[src/rtl/reg_write_sched.sv]
`default_nettype none
// ============================================================================
// Module   : reg_write_sched
// Purpose  : Serializes the E and M writeback results of one instruction onto
//            a single register file write port and flags pending-write hazards.
// Revision : 1.0
// ============================================================================
module reg_write_sched #(
    parameter int         DATA_W = 64,
    parameter logic [3:0] RNONE  = 4'hF
) (
    input  logic              clk_i,
    input  logic              rst_i,
    input  logic              wb_valid_i,
    output logic              wb_ready_o,
    input  logic [3:0]        dstE_i,
    input  logic [DATA_W-1:0] valE_i,
    input  logic [3:0]        dstM_i,
    input  logic [DATA_W-1:0] valM_i,
    output logic              rf_we_o,
    output logic [3:0]        rf_waddr_o,
    output logic [DATA_W-1:0] rf_wdata_o,
    input  logic [3:0]        srcA_i,
    input  logic [3:0]        srcB_i,
    output logic              hazA_o,
    output logic              hazB_o,
    output logic              busy_o
);

    localparam logic [1:0] c_IDLE = 2'd0;
    localparam logic [1:0] c_WR_E = 2'd1;
    localparam logic [1:0] c_WR_M = 2'd2;

    logic [1:0]        r_state;
    logic [1:0]        w_next;
    logic [3:0]        r_dst_e;
    logic [3:0]        r_dst_m;
    logic [DATA_W-1:0] r_val_e;
    logic [DATA_W-1:0] r_val_m;
    logic              w_acc;
    logic              w_m_pending;

    // E is dropped when both results target the same register: M wins.
    function automatic logic [1:0] f_accept_state(input logic [3:0] de, input logic [3:0] dm);
        if (de != RNONE && de != dm)
            return c_WR_E;
        else if (dm != RNONE)
            return c_WR_M;
        else
            return c_IDLE;
    endfunction

    function automatic logic f_haz(input logic [3:0] src, input logic [1:0] st,
                                   input logic [3:0] de, input logic [3:0] dm);
        if (src == RNONE)
            return 1'b0;
        else if (st == c_WR_E)
            return (src == de) || (src == dm);
        else if (st == c_WR_M)
            return src == dm;
        else
            return 1'b0;
    endfunction

    assign w_m_pending = (r_dst_m != RNONE);
    assign wb_ready_o  = !rst_i && ((r_state == c_IDLE) || (r_state == c_WR_M) ||
                                    ((r_state == c_WR_E) && !w_m_pending));
    assign w_acc       = wb_valid_i && wb_ready_o;

    always_comb begin
        w_next = c_IDLE;
        case (r_state)
            c_IDLE:  w_next = w_acc ? f_accept_state(dstE_i, dstM_i) : c_IDLE;
            c_WR_E: begin
                if (w_m_pending)
                    w_next = c_WR_M;
                else if (w_acc)
                    w_next = f_accept_state(dstE_i, dstM_i);
                else
                    w_next = c_IDLE;
            end
            c_WR_M:  w_next = w_acc ? f_accept_state(dstE_i, dstM_i) : c_IDLE;
            default: w_next = c_IDLE;
        endcase
    end

    always_ff @(posedge clk_i) begin
        if (rst_i) begin
            r_state <= c_IDLE;
            r_dst_e <= RNONE;
            r_dst_m <= RNONE;
            r_val_e <= '0;
            r_val_m <= '0;
        end else begin
            r_state <= w_next;
            if (w_acc) begin
                r_dst_e <= dstE_i;
                r_dst_m <= dstM_i;
                r_val_e <= valE_i;
                r_val_m <= valM_i;
            end
        end
    end

    // Write port is driven from registered state only.
    always_comb begin
        rf_we_o    = 1'b0;
        rf_waddr_o = 4'h0;
        rf_wdata_o = '0;
        case (r_state)
            c_WR_E: begin
                rf_we_o    = !rst_i;
                rf_waddr_o = r_dst_e;
                rf_wdata_o = r_val_e;
            end
            c_WR_M: begin
                rf_we_o    = !rst_i;
                rf_waddr_o = r_dst_m;
                rf_wdata_o = r_val_m;
            end
            default: ;
        endcase
    end

    assign busy_o = !rst_i && (r_state != c_IDLE);
    assign hazA_o = !rst_i && f_haz(srcA_i, r_state, r_dst_e, r_dst_m);
    assign hazB_o = !rst_i && f_haz(srcB_i, r_state, r_dst_e, r_dst_m);

endmodule
`default_nettype wire
[config.mk]
export PLATFORM = sky130hd
export DESIGN_NAME = reg_write_sched
export DESIGN_NICKNAME = d
export VERILOG_FILES = /design/src/rtl/reg_write_sched.sv
export SDC_FILE = /design/constraint.sdc
export NUM_CORES = 1
export LEC_CHECK = 0
export CORE_ASPECT_RATIO = 1.75
export CORE_MARGIN = 1.5
export CORE_UTILIZATION = 49
export DETAILED_ROUTE_END_ITERATION = 16
export PLACE_DENSITY = 0.86
export SYNTH_ARGS = -nofsm -noshare
export SYNTH_HDL_FRONTEND = slang
export SYNTH_SLANG_ARGS = --single-unit
[constraint.sdc]
create_clock -name clk_i -period 3.59 [get_ports clk_i]
set_input_delay 0.718 -clock clk_i [delete_from_list [all_inputs] [get_ports clk_i]]
set_output_delay 0.718 -clock clk_i [all_outputs]
set_load 0.02 [all_outputs]
; ---- Word-level counts from Yosys, hierarchy flattened
; Cells that the tools add are included.
[totals]
ff_bits = 138
inputBits = 147
out_inout_bits = 73
wordCells = 48
[op_classes]
eq_ne = 12
mux = 14
n_reduce_logical = 17
[op_table]
columns = cell, count
row1 = 64-bit one-hot mux with 2 select lines, 1
row2 = 4-bit == test, 4
row3 = 4-bit != test (second input constant), 3
row4 = 4-bit == test (second input constant), 2
row5 = 2-bit two-way mux, 4
row6 = 4-bit one-hot mux with 2 select lines, 1
row7 = 1-bit logical AND, 7
row8 = 1-bit two-way mux, 7
row9 = 1-bit logical OR, 4
row10 = 4-bit != test, 1
row11 = 2-bit one-hot mux with 2 select lines, 1
row12 = 2-bit OR reduction, 2
row13 = 2-bit by 1-bit == test with 1-bit output (second input constant), 1
row14 = 2-bit == test (second input constant), 1
row15 = 1-bit zero test, 2
row16 = 2-bit zero test, 1
row17 = 2-bit nonzero test, 1

; ---- Depth between registers and ports, before layout
[depth]
depth_word = 9
mapped_depth = 9
mapped_depth_nobuf = 6

; ---- Worst setup path after synthesis
; No wires, ideal clock.
[synth_timing]
path_type = register to output
startpoint = reg r_state[0]
endpoint = out hazB_o
arrival_ps = 1573
required_time_ps = 2872
slack_ps = 1299
path_stages_with_launch = 9
n_path_buf = 2
path_cell_list = dfxtp_1 -> inv_1 -> ha_1 -> buf_2 -> clkbuf_1 -> nor2_1 -> nor2_1 -> nand4_1 -> a21oi_1
[synth_between]
elab_chain_cells = 5
elab_cells_between_ends = 6
classes_between = eq/ne: 2 / mux: 3 / reduce/logical: 1
[synth_rtl]
columns = item, line
row1 = from (decl), 34  ; logic [1:0] r_state;
row2 = from (signal assigned), 89  ; r_state <= c_IDLE;
row3 = from (signal assigned), 95  ; r_state <= w_next;
row4 = 2-bit == test, 59  ; else if (st == c_WR_M)
row5 = 1-bit two-way mux, 59
row6 = 1-bit two-way mux (*), 57  ; else if (st == c_WR_E)
row7 = 1-bit two-way mux (*), 55  ; if (src == RNONE)
row8 = 1-bit logical AND (*), 127  ; assign hazB_o = !rst_i && f_haz(srcB_i, r_state, r_dst_e, r_dst_m);
row9 = to (decl), 26  ; output logic hazB_o,
; Mark *: on every way between the ends. The rest lies on a longest branch, timed or not.

; ---- Final worst setup path
[layout_timing]
startpoint = reg r_state[0]
endpoint = out rf_wdata_o[24]
[layout_between]
elab_chain_cells = 2
elab_cells_between_ends = 3
classes_between = eq/ne: 2 / mux: 1
[layout_rtl]
columns = item, line
row1 = 2-bit == test / 2-bit by 1-bit == test with 1-bit output (equally long branches), 110  ; case (r_state)
row2 = 64-bit one-hot mux with 2 select lines (*), 110
row3 = to (decl), 22  ; output logic [DATA_W-1:0] rf_wdata_o,
; Marks and branches as above.

==> metrics list <==
- The run finished with clean final reports.
- The worst register-to-register path begins at r_state[0]$_SDFF_PP0_.
- The Yosys step of the flow raised 0 warnings.
- Net load switching power: 0.000989 W
* Max Slew Vio Count: 0
- Destination of the worst register-to-register timing path: r_val_e[58]$_SDFFE_PP0N_
- Area share of the leading cell type in the synthesized netlist: 0.434
* Leading cell types by count after synthesis: nand2_1 (272), dfxtp_1 (138), a21oi_1 (119)
- The worst-case IR drop observed on VDD is 0.364 mV.
* Actual slew at the worst max-slew pin: 843 ps
- Clock tree from TritonCTS: yes
- Clock-pin slew was measured on the worst setup and hold paths at 60 ps.
- For flop-to-flop paths, the worst setup slack is 1070 ps.
- Combinational share of power: 0.138
* Most used flip-flop cell after synthesis: dfxtp_1
- Deepest level of the CTS H-tree: 4
- Number of clock buffers inserted by TritonCTS: 17
- Effective utilization at floorplan: 0.507
- Derived from the worst setup path, the maximum achievable clock frequency is 306 MHz.
- Data arrival time of the worst path: 2550 ps
- Subtracting the final worst setup slack from the clock period gives 3260 ps.
* Detailed Routing Iterations Pass 1: 4
- Detailed placement ended at an HPWL of 12,500 um.
* Normalized max-slew margin: 0.438
- Summing every instance area after synthesis gives 6370 um^2.
- Counting cells, the worst reg-to-reg path comes to 8.
- Post-route setup TNS: 0 ps
- Sink Count: 138
- Die height: 154 um
* Area enclosed by the die boundary: 13,700 um^2
- Of the cells placed in the final design, the portion with a size suffix greater than 1 is 0.0657.
- GR Overflow Total: 0
- Post-CTS Resized: 0
- Entering global routing, the biggest net connects 81 pins.
- CP Launch Type: flop
- Cell leakage power: 3.03 nW
- Number of buffers added to fix hold violations after cts: 0
- In the final routed layout, each cell accounts on average for 15.7 um.
* Clock share of power: 0.431
- Synth area leaders: dfxtp_1 (43%), nand2_1 (16%), a21oi_1 (9.4%)
- The longest clock path from root to sink contains 2 buffers.
- Final instance area: 9030 um^2
- Core footprint: 12,600 um^2
* Fraction of the cycle the final worst path needs: 0.909
- Max-cap viol count: 0
- Drc violations: 0
* Antenna violations before repair: 0
- Syn Area/Cell: 7.88 um^2
- Power density cells: 432 nW/um^2
- The synthesized netlist contains 30 unique library cells.
- After floorplanning, the core was divided into 54 placement rows.
- Yosys reg bits: 138
- In this run the cell area measured after placement is 8450 um^2.
* Chip width: 89.2 um
* Boundary pin count: 220
- Worst Path Max Fanout: 28
- Of the total power, the share spent switching nets is 0.254.
* Synthesized netlist cell count: 808
* Clock Skew: 8.74 ps
- At the worst endpoint, the required time is 2870 ps.
* Hold WC Path Type: reg -> reg
- Final hold vios: 0
- At the end of routability-driven placement, the weighted congestion stood at 0.807.
- The detail route stage leaves a number of antenna-violating nets equal to 0.
- Critical path class: reg -> out
* Share of flip-flops with an asynchronous set or reset: 0
- nand2_1 is the most common cell in the netlist.
* Relative area change from synthesis to final layout: 41.9%
- N_diodes: 0
- The worst hold path begins at r_val_m[44]$_SDFFE_PP0N_.
- Total of fill cells in the finished design: 998
* Number of flops mapped to enable cells by yosys: 0
- Per-cell via count in the routed design: 5.29
- Setup repair after global routing left no endpoint under its margin.
* Hold-critical path endpoint: r_val_m[44]$_SDFFE_PP0N_
- The number of setup buffers added after CTS is 0.
- Portion of the post-synthesis area used by sequential elements: 0.434
- Cell internal power was estimated by the tool at 0.00291 W.
- Part of the total power dissipated in sequential elements: 0.431
- Via count of the first global-routing pass: 5,896
- The synthesized design spends more area on one cell type than any other, namely dfxtp_1.
* Drt initial violations: 400
- Final-stage net count: 1,143
- Number of cells traversed by the worst hold path: 2
- Post-synth net total: 959
* Clock latency of the later-clocked register in the worst-skew pair: 410 ps
- The worst setup path is captured at a primary output.
- Vias: 6,205
- Across every metal layer, demand over resource in global routing totals 0.270.
- The count of buffers added on input and output ports is 219.
* Wire length of the first global-routing pass: 28,700 um
- Setup violations remaining at the end of the flow were counted as 0.
* CTS root buf: clkbuf_16
* Wirelength, routed: 18,500 um
layout by cell type, fill, tap and decap left out, types with 2 or more instances in the layout:
cell type	instances
a21oi_1	119
a21oi_2	12
a22oi_1	68
a41o_1	2
buf_12	2
buf_4	14
clkbuf_16	17
clkbuf_8	3
clkdlybuf4s50_1	218
clkinv_2	2
clkinv_4	4
clkinvlp_4	3
dfxtp_1	138
ha_2	3
inv_1	2
inv_6	2
nand2_1	272
nand3_1	2
nand3b_1	8
nand4_1	5
nor2_1	5
nor2b_1	70
nor3_1	3
nor4_1	2
xnor2_1	8
xor2_1	12
how the worst max path moves through the flow:
stage                                from             end  slack, ps  cells after the start
global route        r_state[0]$_SDFF_PP0_  rf_wdata_o[27]         90                      6
global placement                srcB_i[2]          hazB_o        430                      6
finish              r_state[0]$_SDFF_PP0_  rf_wdata_o[24]        330                      6
CTS                 r_state[0]$_SDFF_PP0_  rf_wdata_o[24]        280                      6
detailed placement              srcB_i[2]          hazB_o        400                      6
floorplan           r_state[0]$_SDFF_PP0_          hazB_o       1300                      8
logic make-up (layout without fill, tap and decap cells):
kind of cell / Yosys count / after routing / share of synthesized area
simple gates: 370 / 370 / 0.256
fa+ha+maj: 4 / 4 / 0.00786
xor+xnor: 20 / 20 / 0.0275
compound gates: 205 / 205 / 0.200
buf+inv: 71 / 268 / 0.0747
flops: 138 / 138 / 0.434
sequential cells by signal (all words and copies together), names as in the netlist:
signal / count
r_val_e: 64
r_val_m: 64
r_dst_m: 4
r_state: 2
r_dst_e: 4
layout make-up:
class | instances | area (um^2) | area share
flip-flops and latches | 138 | 2760 | 0.306
clock inverters | 12 | 115 | 0.0127
multi-input cells | 599 | 3140 | 0.348
well taps | 168 | 210 | 0.0233
clock buffers | 20 | 467 | 0.0517
inverters | 2 | 7.51 | 0.000831
repair buffers | 234 | 2330 | 0.258
critical path: stages, from the launching register on:
cell and delay, ps:
dfxtp_1 330, inv_1 90, ha_2 410, buf_4 390, a22oi_1 120, nor2b_1 170
clkdlybuf4s50_1 630
routing by layer:
| metal | GRT usage | part of all wire | vias to the layer above |
|---|---|---|---|
| met5 | 0 | 0 | - |
| met2 | 0.466 | 0.53 | 200 |
| met1 | 0.303 | 0.38 | 2901 |
| li1 | - | - | 3056 |
| met4 | 0.136 | 0.047 | 0 |
| met3 | 0.0607 | 0.050 | 48 |
metrics by stage:
| stage | setup slack, ps | total power (W) | hold slack (ps) | utilization | std cells |
|---|---|---|---|---|---|
| 6_report | 326 | 0.00390 | 451 | 0.719 | 1173 |
| 5_1_grt | 94.1 | 0.00406 | 468 | 0.719 | 1173 |
| 4_1_cts | 284 | 0.00392 | 454 | 0.719 | 1173 |
| 3_5_place_dp | 396 | 0.00225 | 446 | 0.673 | 1141 |
| 3_3_place_gp | 432 | 0.00224 | 441 | 0.673 | 1141 |
| 2_1_floorplan | 1300 | 0.00202 | 436 | - | 808 |
power by group through the flow:
stage | sequential, W | combinational [W] | clock, W
after floorplan | 0.00169 | 0.000328 | 0
after global placement | 0.00171 | 0.000529 | 0
after detailed placement | 0.00171 | 0.000538 | 0
after CTS | 0.00168 | 0.000540 | 0.00170
after global routing | 0.00169 | 0.000590 | 0.00178
final | 0.00168 | 0.000538 | 0.00168
Note: power is estimated with default switching activity, not from simulation.
